`config.mk`:
```
export PLATFORM = sky130hd
export DESIGN_NAME = speed_test_axil_master
export DESIGN_NICKNAME = d
export VERILOG_FILES = /design/src/rtl/speed_test_axil_master.sv
export SDC_FILE = /design/constraint.sdc
export NUM_CORES = 1
export LEC_CHECK = 0
export ABC_AREA = 1
export BUFFER_PORTS_ARGS = -buffer_cell sky130_fd_sc_hd__buf_2
export CELL_PAD_IN_SITES_DETAIL_PLACEMENT = 2
export CELL_PAD_IN_SITES_GLOBAL_PLACEMENT = 2
export CORE_AREA = 10 10 133 135
export DETAILED_ROUTE_END_ITERATION = 7
export DIE_AREA = 0 0 143 145
export PLACE_DENSITY = 0.95
export SLEW_MARGIN = 20
export SYNTH_ARGS = -nofsm -noshare
export SYNTH_HDL_FRONTEND = slang
export SYNTH_SLANG_ARGS = --single-unit
```
`constraint.sdc`:
```
create_clock -name clk -period 3.05 [get_ports clk]
set_input_delay 0.305 -clock clk [delete_from_list [all_inputs] [get_ports clk]]
set_output_delay 0.305 -clock clk [all_outputs]
set_load 0.02 [all_outputs]
```
`src/rtl/speed_test_axil_master.sv`:
```
// Single-outstanding AXI4-Lite initiator: one valid/ready command in, one response out.
// A per-transaction watchdog turns a hung slave into a SLVERR response with rsp_timeout set.
module speed_test_axil_master #(
   parameter int C_M_AXI_DATA_WIDTH = 32,
   parameter int C_M_AXI_ADDR_WIDTH = 6,
   parameter int TIMEOUT_CYCLES     = 1024
) (
   input  logic                            clk,
   input  logic                            rst_n,
   input  logic                            cmd_valid,
   output logic                            cmd_ready,
   input  logic                            cmd_write,
   input  logic [C_M_AXI_ADDR_WIDTH-1:0]   cmd_addr,
   input  logic [C_M_AXI_DATA_WIDTH-1:0]   cmd_wdata,
   output logic                            rsp_valid,
   input  logic                            rsp_ready,
   output logic [C_M_AXI_DATA_WIDTH-1:0]   rsp_data,
   output logic [1:0]                      rsp_resp,
   output logic                            rsp_timeout,
   output logic [C_M_AXI_ADDR_WIDTH-1:0]   M_AXI_AWADDR,
   output logic [2:0]                      M_AXI_AWPROT,
   output logic                            M_AXI_AWVALID,
   input  logic                            M_AXI_AWREADY,
   output logic [C_M_AXI_DATA_WIDTH-1:0]   M_AXI_WDATA,
   output logic [C_M_AXI_DATA_WIDTH/8-1:0] M_AXI_WSTRB,
   output logic                            M_AXI_WVALID,
   input  logic                            M_AXI_WREADY,
   input  logic [1:0]                      M_AXI_BRESP,
   input  logic                            M_AXI_BVALID,
   output logic                            M_AXI_BREADY,
   output logic [C_M_AXI_ADDR_WIDTH-1:0]   M_AXI_ARADDR,
   output logic [2:0]                      M_AXI_ARPROT,
   output logic                            M_AXI_ARVALID,
   input  logic                            M_AXI_ARREADY,
   input  logic [C_M_AXI_DATA_WIDTH-1:0]   M_AXI_RDATA,
   input  logic [1:0]                      M_AXI_RRESP,
   input  logic                            M_AXI_RVALID,
   output logic                            M_AXI_RREADY
);

   localparam int DW   = C_M_AXI_DATA_WIDTH;
   localparam int AW   = C_M_AXI_ADDR_WIDTH;
   localparam int WD_W = $clog2(TIMEOUT_CYCLES);
   localparam logic [WD_W-1:0] WD_LIMIT    = WD_W'(TIMEOUT_CYCLES - 1);
   localparam logic [AW-1:0]   ADDR_MASK   = ~AW'(3);
   localparam logic [1:0]      RESP_SLVERR = 2'b10;

   typedef enum logic [2:0] {IDLE, WRITE, WRESP, READ, RDATA, RESP} state_t;

   state_t          state_reg, state_next;
   logic            aw_done_reg, aw_done_next;
   logic            w_done_reg, w_done_next;
   logic [WD_W-1:0] wd_reg, wd_next;
   logic [AW-1:0]   addr_reg;
   logic [DW-1:0]   wdata_reg;
   logic            cmd_ready_reg;
   logic            awvalid_reg, wvalid_reg, bready_reg, arvalid_reg, rready_reg;
   logic            rsp_valid_reg;
   logic [DW-1:0]   rsp_data_reg;
   logic [1:0]      rsp_resp_reg;
   logic            rsp_timeout_reg;

   logic            cmd_accept;
   logic            wd_limit_hit;
   logic            abort;
   logic            rsp_load;
   logic [DW-1:0]   rsp_data_in;
   logic [1:0]      rsp_resp_in;

   always_comb begin
      state_next   = state_reg;
      aw_done_next = aw_done_reg;
      w_done_next  = w_done_reg;
      // Saturates at the limit so a transaction that survives the limit cycle
      // can never wrap around and get a fresh budget.
      wd_next      = (wd_reg == WD_LIMIT) ? wd_reg : wd_reg + 1'b1;
      wd_limit_hit = (wd_reg == WD_LIMIT);
      cmd_accept   = 1'b0;
      abort        = 1'b0;
      rsp_load     = 1'b0;
      rsp_data_in  = '0;
      rsp_resp_in  = '0;

      case (state_reg)
         IDLE: begin
            wd_next = '0;
            if (cmd_valid) begin
               cmd_accept   = 1'b1;
               aw_done_next = 1'b0;
               w_done_next  = 1'b0;
               state_next   = cmd_write ? WRITE : READ;
            end
         end
         WRITE: begin
            aw_done_next = aw_done_reg | (awvalid_reg & M_AXI_AWREADY);
            w_done_next  = w_done_reg  | (wvalid_reg  & M_AXI_WREADY);
            if (aw_done_next && w_done_next) state_next = WRESP;
            else if (wd_limit_hit)           abort      = 1'b1;
         end
         WRESP: begin
            if (bready_reg && M_AXI_BVALID) begin
               state_next  = RESP;
               rsp_load    = 1'b1;
               rsp_resp_in = M_AXI_BRESP;
            end else if (wd_limit_hit) begin
               abort = 1'b1;
            end
         end
         READ: begin
            if (arvalid_reg && M_AXI_ARREADY) state_next = RDATA;
            else if (wd_limit_hit)            abort      = 1'b1;
         end
         RDATA: begin
            if (rready_reg && M_AXI_RVALID) begin
               state_next  = RESP;
               rsp_load    = 1'b1;
               rsp_data_in = M_AXI_RDATA;
               rsp_resp_in = M_AXI_RRESP;
            end else if (wd_limit_hit) begin
               abort = 1'b1;
            end
         end
         RESP: begin
            wd_next = wd_reg;
            if (rsp_ready) state_next = IDLE;
         end
         default: state_next = IDLE;
      endcase

      if (abort) begin
         state_next  = RESP;
         rsp_load    = 1'b1;
         rsp_data_in = '0;
         rsp_resp_in = RESP_SLVERR;
      end
   end

   // Every handshake output is computed from the next state, so all ports come
   // straight from flops and nothing is combinational from an input.
   always_ff @(posedge clk or negedge rst_n) begin
      if (!rst_n) begin
         state_reg       <= IDLE;
         aw_done_reg     <= 1'b0;
         w_done_reg      <= 1'b0;
         wd_reg          <= '0;
         addr_reg        <= '0;
         wdata_reg       <= '0;
         cmd_ready_reg   <= 1'b1;
         awvalid_reg     <= 1'b0;
         wvalid_reg      <= 1'b0;
         bready_reg      <= 1'b0;
         arvalid_reg     <= 1'b0;
         rready_reg      <= 1'b0;
         rsp_valid_reg   <= 1'b0;
         rsp_data_reg    <= '0;
         rsp_resp_reg    <= '0;
         rsp_timeout_reg <= 1'b0;
      end else begin
         state_reg     <= state_next;
         aw_done_reg   <= aw_done_next;
         w_done_reg    <= w_done_next;
         wd_reg        <= wd_next;
         cmd_ready_reg <= (state_next == IDLE);
         awvalid_reg   <= (state_next == WRITE) && !aw_done_next;
         wvalid_reg    <= (state_next == WRITE) && !w_done_next;
         bready_reg    <= (state_next == WRESP);
         arvalid_reg   <= (state_next == READ);
         rready_reg    <= (state_next == RDATA);
         rsp_valid_reg <= (state_next == RESP);
         if (cmd_accept) begin
            addr_reg  <= cmd_addr & ADDR_MASK;
            wdata_reg <= cmd_wdata;
         end
         if (rsp_load) begin
            rsp_data_reg    <= rsp_data_in;
            rsp_resp_reg    <= rsp_resp_in;
            rsp_timeout_reg <= abort;
         end
      end
   end

   assign cmd_ready     = cmd_ready_reg;
   assign rsp_valid     = rsp_valid_reg;
   assign rsp_data      = rsp_data_reg;
   assign rsp_resp      = rsp_resp_reg;
   assign rsp_timeout   = rsp_timeout_reg;
   assign M_AXI_AWADDR  = addr_reg;
   assign M_AXI_AWPROT  = 3'b000;
   assign M_AXI_AWVALID = awvalid_reg;
   assign M_AXI_WDATA   = wdata_reg;
   assign M_AXI_WSTRB   = '1;
   assign M_AXI_WVALID  = wvalid_reg;
   assign M_AXI_BREADY  = bready_reg;
   assign M_AXI_ARADDR  = addr_reg;
   assign M_AXI_ARPROT  = 3'b000;
   assign M_AXI_ARVALID = arvalid_reg;
   assign M_AXI_RREADY  = rready_reg;

endmodule

```
==> summary.md, run 1 <==
| Metric | Value |
|---|---|
| Global-route wire length before repair | 23100 um |
| Final GP Congestion | just over 0.8 |
| Share of cells above drive strength 1 | roughly a third |
| Status | completed |
| Tot Pwr | 5.23 mW |
| Crit path max-delay family | simple AND/OR/NAND/NOR gates |
| Peak supply drop | 0.000303 V |
| H-Tree Depth | 3 |
| Final WL | around 14000 um |
| Ports | 180 |
| Max_slew headroom | between 40% and 50% |
| Setup TNS | 0 ns |
| Worst slew pin tran | ~0.85 ns |
| Total die area | 20700 sq um |
| CP arrival | around 2.4 ns |
| Slew Viols, Final | 0 |
| Buffers on Ports | around 160 |
| Skew-Pair Late Insertion Delay | between 0.3 and 0.4 ns |
| Setup CP Type | register to register |
| Post-synth EDFFs | 0 |
| Post-DR vias/cell | approximately 4.5 |
| Most used DFF post-synth | dfrtp_1 |
| Final count of hold timing violations | 0 |
| Largest area contributor in the netlist | dfrtp_1 |
| Post-layout min period | around 2.2 ns |
| Rows | 45 |
| Leak | slightly above 3 nW |
| Synth async-reset ratio | 100% |
| Yosys cell types | 29 |
| Layout Utilization | 35.3% |
| Maxcap violations | 0 |
| Cell Area, Synth | 4110 sq um |
| Drt initial violations | approximately 110 |
| Worst R2R Path Depth | 9 |
| Worst path cell trace | ha_1 > nand2_4 > nor2_4 > nand2_2 > nor2_2 > nand2_2 > nand2_1 > nand2_1 > nor2_2 |
| Area share of the largest cell type after synthesis | 56.0% |
| Placeable Area | around 15000 sq um |
| Via count | 3773 |
| Slowest stage delay, CP | around 0.49 ns |
| # setup viols final | 0 |
| Initial core utilization | a little over a quarter |
| Largest net degree at the start of global routing | a little over 80 |
| Ys Warns | 0 |
| Register area share after synthesis | a little under three fifths |
| Cts hold-fix bufs | 0 |
| FMAX | roughly 460 MHz |
| Fin nets | between 700 and 800 |
| Initial antenna violation count | 1 |
| FF+latch count, synth | slightly above 90 |
| Non-Filler Instances | between 800 and 900 |
| Reg2Reg Capture Point | rsp_valid |
| Clk root buf | clkbuf_16 |
| Post-CTS sizing | 0 |
| Routed Antenna Nets | 0 |
| Worst-path clk slew | 0.06 ns |
| Min Hold Slack | approximately 0.016 ns |
| Post-CTS setup repair buffer count | 0 |
| Startpoint Class | register |
| Crit path capture type | register |
| Vias in the first global route | 4410 |
| Total track usage | between 10% and 20% |
| Most frequent cells in the layout | 217 x nand2_1, 162 x buf_2, 92 x dfrtp_1 |
| First-pass iteration count of the detailed router | 4 |
| Clk buf depth | 2 |
| Unrepaired setup endpoints after global routing | no |
| DRC viols | 0 |
| Worst hold path type | input pin to async pin |
| Most common cell after layout, fill and taps aside | nand2_1 |
| Overflow after GRT | 0 |
| Routed len/inst | between 15 and 20 um |
| Post-DP HPWL | between 10000 and 15000 um |
| Crit-path max FO | a little over 40 |
| Worst r2r src | wd_reg[0] |
| Avg Cell Area, Syn | between 8 and 9 sq um |
| Die Wd | roughly 140 um |
| Mapped Cells | roughly 500 |
| Dominant cells by area after synthesis | dfrtp_1 56%, nand2_1 20%, nand3_1 5.6% |
| Die extent in y | 145 um |
| # diodes | 0 |
| Post-route clock period utilization | around 70% |
| Data required, critical path | 3.32 ns |
| Placed cells | approximately 800 |
| Clock Skew | between 0.008 and 0.009 ns |
| R2r setup slk | just under 0.9 ns |
| Slowest stage cell on the critical path | nand2_2 |
| Sink Count | 93 |
| Pwr/cell area | slightly below 1000 nW/um^2 |
| WP buf/inv | 0 |
| Layout Area Growth over Synthesis | 29.2% |
| CTS tree | yes |
| Total CTS buffers | 9 |
## per-layer routing
metal	GRT usage, %	share of wire (%)	up-vias
li1	-	-	1789
met1	14.0	39	1854
met2	24.6	51	120
met3	6.78	9.5	8
met4	2.63	0.46	2
met5	0	0.14	-
## stage by stage
stage / instance area, sq um / setup WS [ns]
2_1_floorplan: 4150 / 1.63
3_3_place_gp: 5000 / 0.943
3_5_place_dp: 5000 / 0.809
4_1_cts: 5300 / 0.795
5_1_grt: 5310 / 0.602
6_report: 5310 / 0.888
## cell usage after synthesis, drive strengths merged, types with 2 or more instances
cell and n:
dfrtp 92, a21oi 6, clkbuf 3, nand4 5, nand3 46, buf 34, o21ai 9, nor3b 2
xor2 2, a22oi 2, conb 2, inv 23, nand2 225, o31ai 2, nor2 27
## worst register-to-register path, delay by kind of cell, from the launching register on
kind	cells	cell delay, ns
adders and majority gates	1	0.29
and+or+nand+nor	8	1.41
DFF	1	0.39
## where the power goes
part           total [mW]  internal [mW]  leakage, nW  switching (mW)
logic                2.12          0.653         1.75            1.47
clock network        1.17          0.711        0.149           0.463
registers            1.94           1.67         1.22           0.269
total                5.23           3.03         3.12            2.20
## worst max path at each step
stage	to	cells past startpoint	slack, ns	startpoint
2_1_floorplan	rsp_resp[0]	9	1.63	wd_reg[0]
3_3_place_gp	M_AXI_WVALID	5	0.94	state_reg[1]
3_5_place_dp	M_AXI_WVALID	5	0.81	state_reg[1]
4_1_cts	M_AXI_WVALID	5	0.79	state_reg[1]
5_1_grt	M_AXI_WVALID	5	0.60	state_reg[1]
6_report	rsp_valid	9	0.89	wd_reg[0]
## cells by family (layout without fill, tap and decap cells)
logic type | Yosys count | in the layout | share of synthesized area [%]
simple gates | 307 | 307 | 31.5
flops | 93 | 93 | 56.7
buf+inv | 61 | 205 | 7.92
compound gates | 20 | 20 | 2.77
xor+xnor | 3 | 3 | 0.640
other cells | 2 | 14 | 0.183
fa+ha+maj | 1 | 1 | 0.305
## area by class of cell
type | count | area [sq um]
fill | 1751 | 9730
sequential | 93 | 2330
multi-input combinational | 345 | 1500
timing repair buffer | 167 | 852
tap | 188 | 235
clock buffer | 10 | 229
inverter | 24 | 90.1
clock inverter | 4 | 73.8
Note: power is estimated with default switching activity, not from simulation.
==> run 2, diff against run 1 <==
--- a/config.mk
+++ b/config.mk
@@ -5,14 +5,14 @@
 export SDC_FILE = /design/constraint.sdc
 export NUM_CORES = 1
 export LEC_CHECK = 0
-export ABC_AREA = 1
+export ABC_AREA = 0
 export BUFFER_PORTS_ARGS = -buffer_cell sky130_fd_sc_hd__buf_2
 export CELL_PAD_IN_SITES_DETAIL_PLACEMENT = 2
 export CELL_PAD_IN_SITES_GLOBAL_PLACEMENT = 2
-export CORE_AREA = 10 10 133 135
+export CORE_AREA = 10 10 135 137
 export DETAILED_ROUTE_END_ITERATION = 7
-export DIE_AREA = 0 0 143 145
-export PLACE_DENSITY = 0.95
+export DIE_AREA = 0 0 145 147
+export PLACE_DENSITY = 0.87
 export SLEW_MARGIN = 20
 export SYNTH_ARGS = -nofsm -noshare
 export SYNTH_HDL_FRONTEND = slang
==> constraint.sdc (replaced) <==
create_clock -name clk -period 1.92 [get_ports clk]
set_input_delay 0.192 -clock clk [delete_from_list [all_inputs] [get_ports clk]]
set_output_delay 0.192 -clock clk [all_outputs]
set_load 0.02 [all_outputs]
==> summary.md, run 2 <==
| Metric | Value |
|---|---|
| Status | finished, violations left |
| Failing checks | negative setup slack |
| WP buf/inv | 1 |
| Setup slack at placement | -0.0850 ns |
| Top Layer Used | met4 |
| Hold Path Origin | M_AXI_RDATA[18] |
| Ys Warns | 0 |
| Final setup margin | -0.0710 ns |
| Crit path from | state_reg[0] |
| CTS tree | yes |
| Slew Viols, Final | 0 |
| Share of cells above drive strength 1 | around half |
| Mapped Cells | 311 |
| Final WL | approximately 14000 um |
| Most common cell in the netlist | dfrtp_1 |
| Global-route wire length before repair | about 22000 um |
| Total CTS buffers | 9 |
| Clk root buf | clkbuf_16 |
| Cell Area, Synth | between 3000 and 4000 sq um |
| Maxcap violations | 0 |
| Final count of hold timing violations | 0 |
| Placeable Area | roughly 16000 sq um |
| Drt initial violations | ~120 |
| Avg Cell Area, Syn | between 10 and 15 sq um |
| Largest net degree at the start of global routing | 42 |
| Overflow after GRT | 0 |
| Min Hold Slack | 0.0678 ns |
| Die extent in y | roughly 150 um |
| CP arrival | around 2.2 ns |
| Initial core utilization | between 20% and 30% |
| Post-layout min period | roughly 2 ns |
| Area share of the largest cell type after synthesis | between 50% and 60% |
| Unrepaired setup endpoints after global routing | yes |
| Rows | 46 |
| Ports | between 150 and 200 |
| Crit-path max FO | 16 |
| Largest area contributor in the netlist | dfrtp_1 |
| Worst path cell trace | or3b_4 > a2111oi_4 > o32ai_4 > buf_12 > a22o_1 |
| Pwr/cell area | around 1500 nW/um^2 |
| Most common cell after layout, fill and taps aside | buf_2 |
| Startpoint Class | register |
| Vias in the first global route | approximately 3800 |
| Metal-1 WL | 4920 um |
| Routed len/inst | around 19 um |
| Via count | roughly 3100 |
| # setup viols final | 32 |
| Post-DP HPWL | 10800 um |
| Most frequent cells in the layout | 162 x buf_2, 92 x dfrtp_1, 36 x mux2_2 |
| Worst r2r src | state_reg[0] |
| Met3 Wirelength | approximately 640 um |
| Dominant cells by area after synthesis | dfrtp_1 58%, mux2_2 10%, a22o_1 7.1% |
| DRC viols | 0 |
| FF+latch count, synth | 93 |
| Crit path capture type | register |
| Total die area | 21300 sq um |
| Sink Count | between 90 and 100 |
| Post-route clock period utilization | 104% |
| Setup CP Type | register to register |
| FMAX | 502 MHz |
| Buffers on Ports | between 150 and 200 |
| Met2 WL | 7580 um |
| Slowest stage delay, CP | around 0.44 ns |
| First-pass iteration count of the detailed router | 4 |
| Layout Utilization | a little over a third |
| H-Tree Depth | 3 |
| Crit path max-delay family | compound AO/OA/AOI/OAI gates |
| Synth async-reset ratio | 100% |
| Worst-path clk slew | around 0.07 ns |
| Skew-Pair Late Insertion Delay | around 0.35 ns |
| Data required, critical path | approximately 2.2 ns |
| Routed Antenna Nets | 0 |
| Post-synth EDFFs | 0 |
| Worst hold path type | input pin to register |
| Leak | approximately 2.8 nW |
| Most used DFF post-synth | dfrtp_1 |
| Final GP Congestion | roughly 0.77 |
| Slowest stage cell on the critical path | dfrtp_1 |
| Peak supply drop | 0.000532 V |
| Clock Skew | approximately 0.0087 ns |
| Register area share after synthesis | between 50% and 60% |
| Fin area | between 5000 and 6000 sq um |
| Total track usage | between 10% and 20% |
| Die Wd | 145 um |
| Layout Area Growth over Synthesis | 38.2% |
| Initial antenna violation count | 1 |
| Clk buf depth | 2 |
| Synth top cells by count | 92 x dfrtp_1, 36 x mux2_2, 32 x a22o_1 |
| Post-DR vias/cell | approximately 4.4 |
| Area after DPL | about 5100 sq um |
| Fin nets | about 570 |
| Yosys cell types | 46 |
[run 2: final timing paths]
check	slack (ns)	to	cells past startpoint
max in group asynchronous	0.93	rsp_data[24]	3
min	0.07	rsp_data[18]	2
min in group asynchronous	0.34	M_AXI_WDATA[0]	2
max reg2reg	-0.07	rsp_data[0]	5
min reg2reg	0.50	rsp_data[18]	1
max	-0.07	rsp_data[0]	5
[run 2: logic make-up (layout without fill, tap and decap cells)]
| logic type | count (synthesis) | after routing | share of synthesized area, % |
|---|---|---|---|
| buffers and inverters | 37 | 207 | 6.23 |
| other | 2 | 15 | 0.190 |
| XOR/XNOR | 5 | 5 | 1.11 |
| multiplexers | 36 | 36 | 10.3 |
| AND/OR/NAND/NOR | 70 | 70 | 9.21 |
| flip-flops | 93 | 93 | 58.9 |
| AO/OA/AOI/OAI | 67 | 67 | 13.8 |
| adder cells (fa/ha/maj) | 1 | 1 | 0.316 |
[run 2: routing by layer]
metal	track usage, %	up-vias
li1	-	1440
met1	12.7	1592
met2	23.8	94
met3	3.75	22
met4	5.98	0
met5	0	-
[run 2: cell type report]
type                       count  area, sq um
antenna                        1         2.50
clock buffer                  11          253
clock inverter                 5         57.6
fill                        1659        10100
inverter                       5         18.8
multi-input combinational    193         1490
sequential                    93         2330
tap                          216          270
timing repair buffer         186         1050
[run 2: what timing repair did]
item | CTS | global route
endpoints found under the setup margin | 43 | 46
hold buffers | 1 | 0
resized for setup | 4 | 7
buffers inserted | 1 | 0
endpoints found under the hold margin | 31 | 0
[run 2: report_power, final]
part           switching (mW)  internal, mW  total (mW)
clock network           0.786          1.08        1.87
logic                    2.00          1.43        3.43
registers               0.367          2.57        2.94
[run 2: per-stage QoR]
| stage | setup TNS (ns) | cells | total power, mW |
|---|---|---|---|
| after floorplan | 0 | 323 | 5.05 |
| after global placement | 0 | 691 | 6.14 |
| after detailed placement | -2.57 | 691 | 6.38 |
| after CTS | -1.18 | 709 | 8.32 |
| after global routing | -3.96 | 710 | 8.79 |
| final | -1.60 | 710 | 8.24 |
==> run 3, diff against run 2 <==
--- a/config.mk
+++ b/config.mk
@@ -9,10 +9,10 @@
 export BUFFER_PORTS_ARGS = -buffer_cell sky130_fd_sc_hd__buf_2
 export CELL_PAD_IN_SITES_DETAIL_PLACEMENT = 2
 export CELL_PAD_IN_SITES_GLOBAL_PLACEMENT = 2
-export CORE_AREA = 10 10 135 137
+export CORE_AREA = 10 10 128 130
 export DETAILED_ROUTE_END_ITERATION = 7
-export DIE_AREA = 0 0 145 147
-export PLACE_DENSITY = 0.87
+export DIE_AREA = 0 0 138 140
+export PLACE_DENSITY = 0.91
 export SLEW_MARGIN = 20
 export SYNTH_ARGS = -nofsm -noshare
 export SYNTH_HDL_FRONTEND = slang
==> constraint.sdc (replaced) <==
create_clock -name clk -period 2 [get_ports clk]
set_input_delay 0.2 -clock clk [delete_from_list [all_inputs] [get_ports clk]]
set_output_delay 0.2 -clock clk [all_outputs]
set_load 0.02 [all_outputs]
==> summary.md, run 3 (synthesized netlist as in run 2, its figures left out) <==
| Metric | Value |
|---|---|
| Sink Count | 93 |
| Most frequent cells in the layout | 162 x buf_2, 89 x dfrtp_1, 36 x mux2_2 |
| Post-route clock period utilization | 100% |
| Register Area | between 2000 and 2500 sq um |
| Worst r2r src | state_reg[1] |
| R2r setup slk | -0.001 ns |
| Placeable Area | around 14000 sq um |
| Status | finished, violations left |
| Crit-path max FO | 8 |
| Hold EP | rsp_data[17] |
| Failing checks | negative setup slack |
| Drt initial violations | between 90 and 100 |
| Worst path cell trace | or3b_4 > a2111oi_4 > buf_6 > o32ai_4 > clkbuf_16 > a22o_1 |
| Clk buf depth | 2 |
| FMAX | about 500 MHz |
| Startpoint Class | register |
| Buffers on Ports | 163 |
| Final WL | roughly 15000 um |
| CP arrival | about 2.2 ns |
| Routed Antenna Nets | 0 |
| Vias in the first global route | ~3900 |
| Ports | 180 |
| Min Hold Slack | around 0.077 ns |
| Total CTS buffers | 9 |
| Initial antenna violation count | 0 |
| CTS tree | yes |
| Total die area | ~19000 sq um |
| Slowest stage cell on the critical path | dfrtp_2 |
| Final setup margin | -0.00113 ns |
| Clk root buf | clkbuf_16 |
| Global-route wire length before repair | 22200 um |
| Peak supply drop | approximately 0.00056 V |
| Share of cells above drive strength 1 | 52.8% |
| # setup viols final | 1 |
| Worst hold path type | input pin to register |
| Post-layout min period | roughly 2 ns |
| Worst slew pin tran | 0.592 ns |
| Total track usage | 14.3% |
| Layout Utilization | between 40 and 50% |
| First-pass iteration count of the detailed router | 4 |
| Crit path capture type | register |
| WHS Path Cells | 2 |
| Hold Path Origin | M_AXI_RDATA[17] |
| Tot Pwr | 8.27 mW |
| Setup CP Type | register to register |
| Fin nets | between 500 and 600 |
| Final GP Congestion | 0.809 |
| Initial core utilization | between 20% and 30% |
| Slowest stage delay, CP | 0.45 ns |
| DRC viols | 0 |
| Fin area | around 5600 sq um |
| Routed len/inst | between 20 and 25 um |
| Setup TNS | -0.00113 ns |
| Post-DR vias/cell | 4.76 |
| Area occupied by multi-input gates | approximately 1500 sq um |
| Max_slew headroom | between 60% and 70% |
| Rows | 43 |
| Placed cells | roughly 660 |
| Worst R2R Path Depth | 6 |
| Clock Skew | between 0.008 and 0.009 ns |
| Non-Filler Instances | approximately 700 |
| Via count | around 3300 |
| Slew Viols, Final | 0 |
| Skew-Pair Late Insertion Delay | approximately 0.35 ns |
| Layout Area Growth over Synthesis | 41.1% |
| Maxcap violations | 0 |
| Worst-path clk slew | around 0.07 ns |
| # diodes | 0 |
| Pwr/cell area | approximately 1500 nW/um^2 |
| H-Tree Depth | 3 |
| Post-DP HPWL | 10700 um |
| Most common cell after layout, fill and taps aside | buf_2 |
| Die extent in y | between 100 and 150 um |
| Largest net degree at the start of global routing | between 40 and 50 |
| Fillers | 1467 |
| Overflow after GRT | 0 |
| Area after DPL | 5020 sq um |
| Leak | 2.85 nW |
| Final count of hold timing violations | 0 |
| Reg2Reg Capture Point | rsp_data[21] |
| Data required, critical path | 2.23 ns |
| Die Wd | about 140 um |
| Unrepaired setup endpoints after global routing | yes |
| Setup slack at placement | -0.282 ns |
-- run 3: cell types whose count changed in the layout (fill, tap and decap cells not counted), sizes merged --
cell and change:
o32ai +1, clkinv -2, diode -1, clkbuf +1
buf +9, clkinvlp +1, bufinv +1
-- run 3: what timing repair did --
action / 4_1_cts / 5_1_grt
pin swaps: 3 / 4
cloned: 1 / 1
endpoints found under the hold margin: 39 / 0
resized for setup: 7 / 13
hold buffers: 1 / 0
setup endpoints to repair: 38 / 41
buffers inserted: 4 / 4
-- run 3: final cells by class --
type / count / area share [%]
clock inverters: 5 / 1.46
inverters: 5 / 0.336
clock buffers: 11 / 4.35
repair buffers: 196 / 20.5
multi-input cells: 194 / 27.5
well taps: 180 / 4.04
flip-flops and latches: 93 / 41.8
-- run 3: worst max-delay path by stage --
stage / end / cells after the start / from
6_report: rsp_data[21] / 6 / state_reg[1]
5_1_grt: rsp_data[12] / 6 / state_reg[1]
4_1_cts: M_AXI_RREADY / 7 / state_reg[0]
3_5_place_dp: rsp_data[28] / 4 / state_reg[1]
3_3_place_gp: rsp_data[23] / 4 / state_reg[1]
2_1_floorplan: M_AXI_ARADDR[5] / 6 / state_reg[1]
-- run 3: power by group --
| group | internal (mW) | leakage (nW) | switching [mW] |
|---|---|---|---|
| Sequential | 2.48 | 1.20 | 0.373 |
| Clock | 1.13 | 0.156 | 0.745 |
| Combinational | 1.48 | 1.50 | 2.06 |
-- run 3: worst max-delay path: cells and delay by family (launching register included) --
kind / cells / cell delay (ns)
DFF: 1 / 0.45
buffers and inverters: 2 / 0.38
AOI/OAI and AO/OA: 3 / 0.60
and+or+nand+nor: 1 / 0.45
-- run 3: routing by layer --
layer | track usage, % | part of all wire [%]
met1 | 15.2 | 39
met2 | 26.2 | 54
met3 | 4.56 | 5.6
met4 | 4.27 | 1.6
met5 | 0 | 0
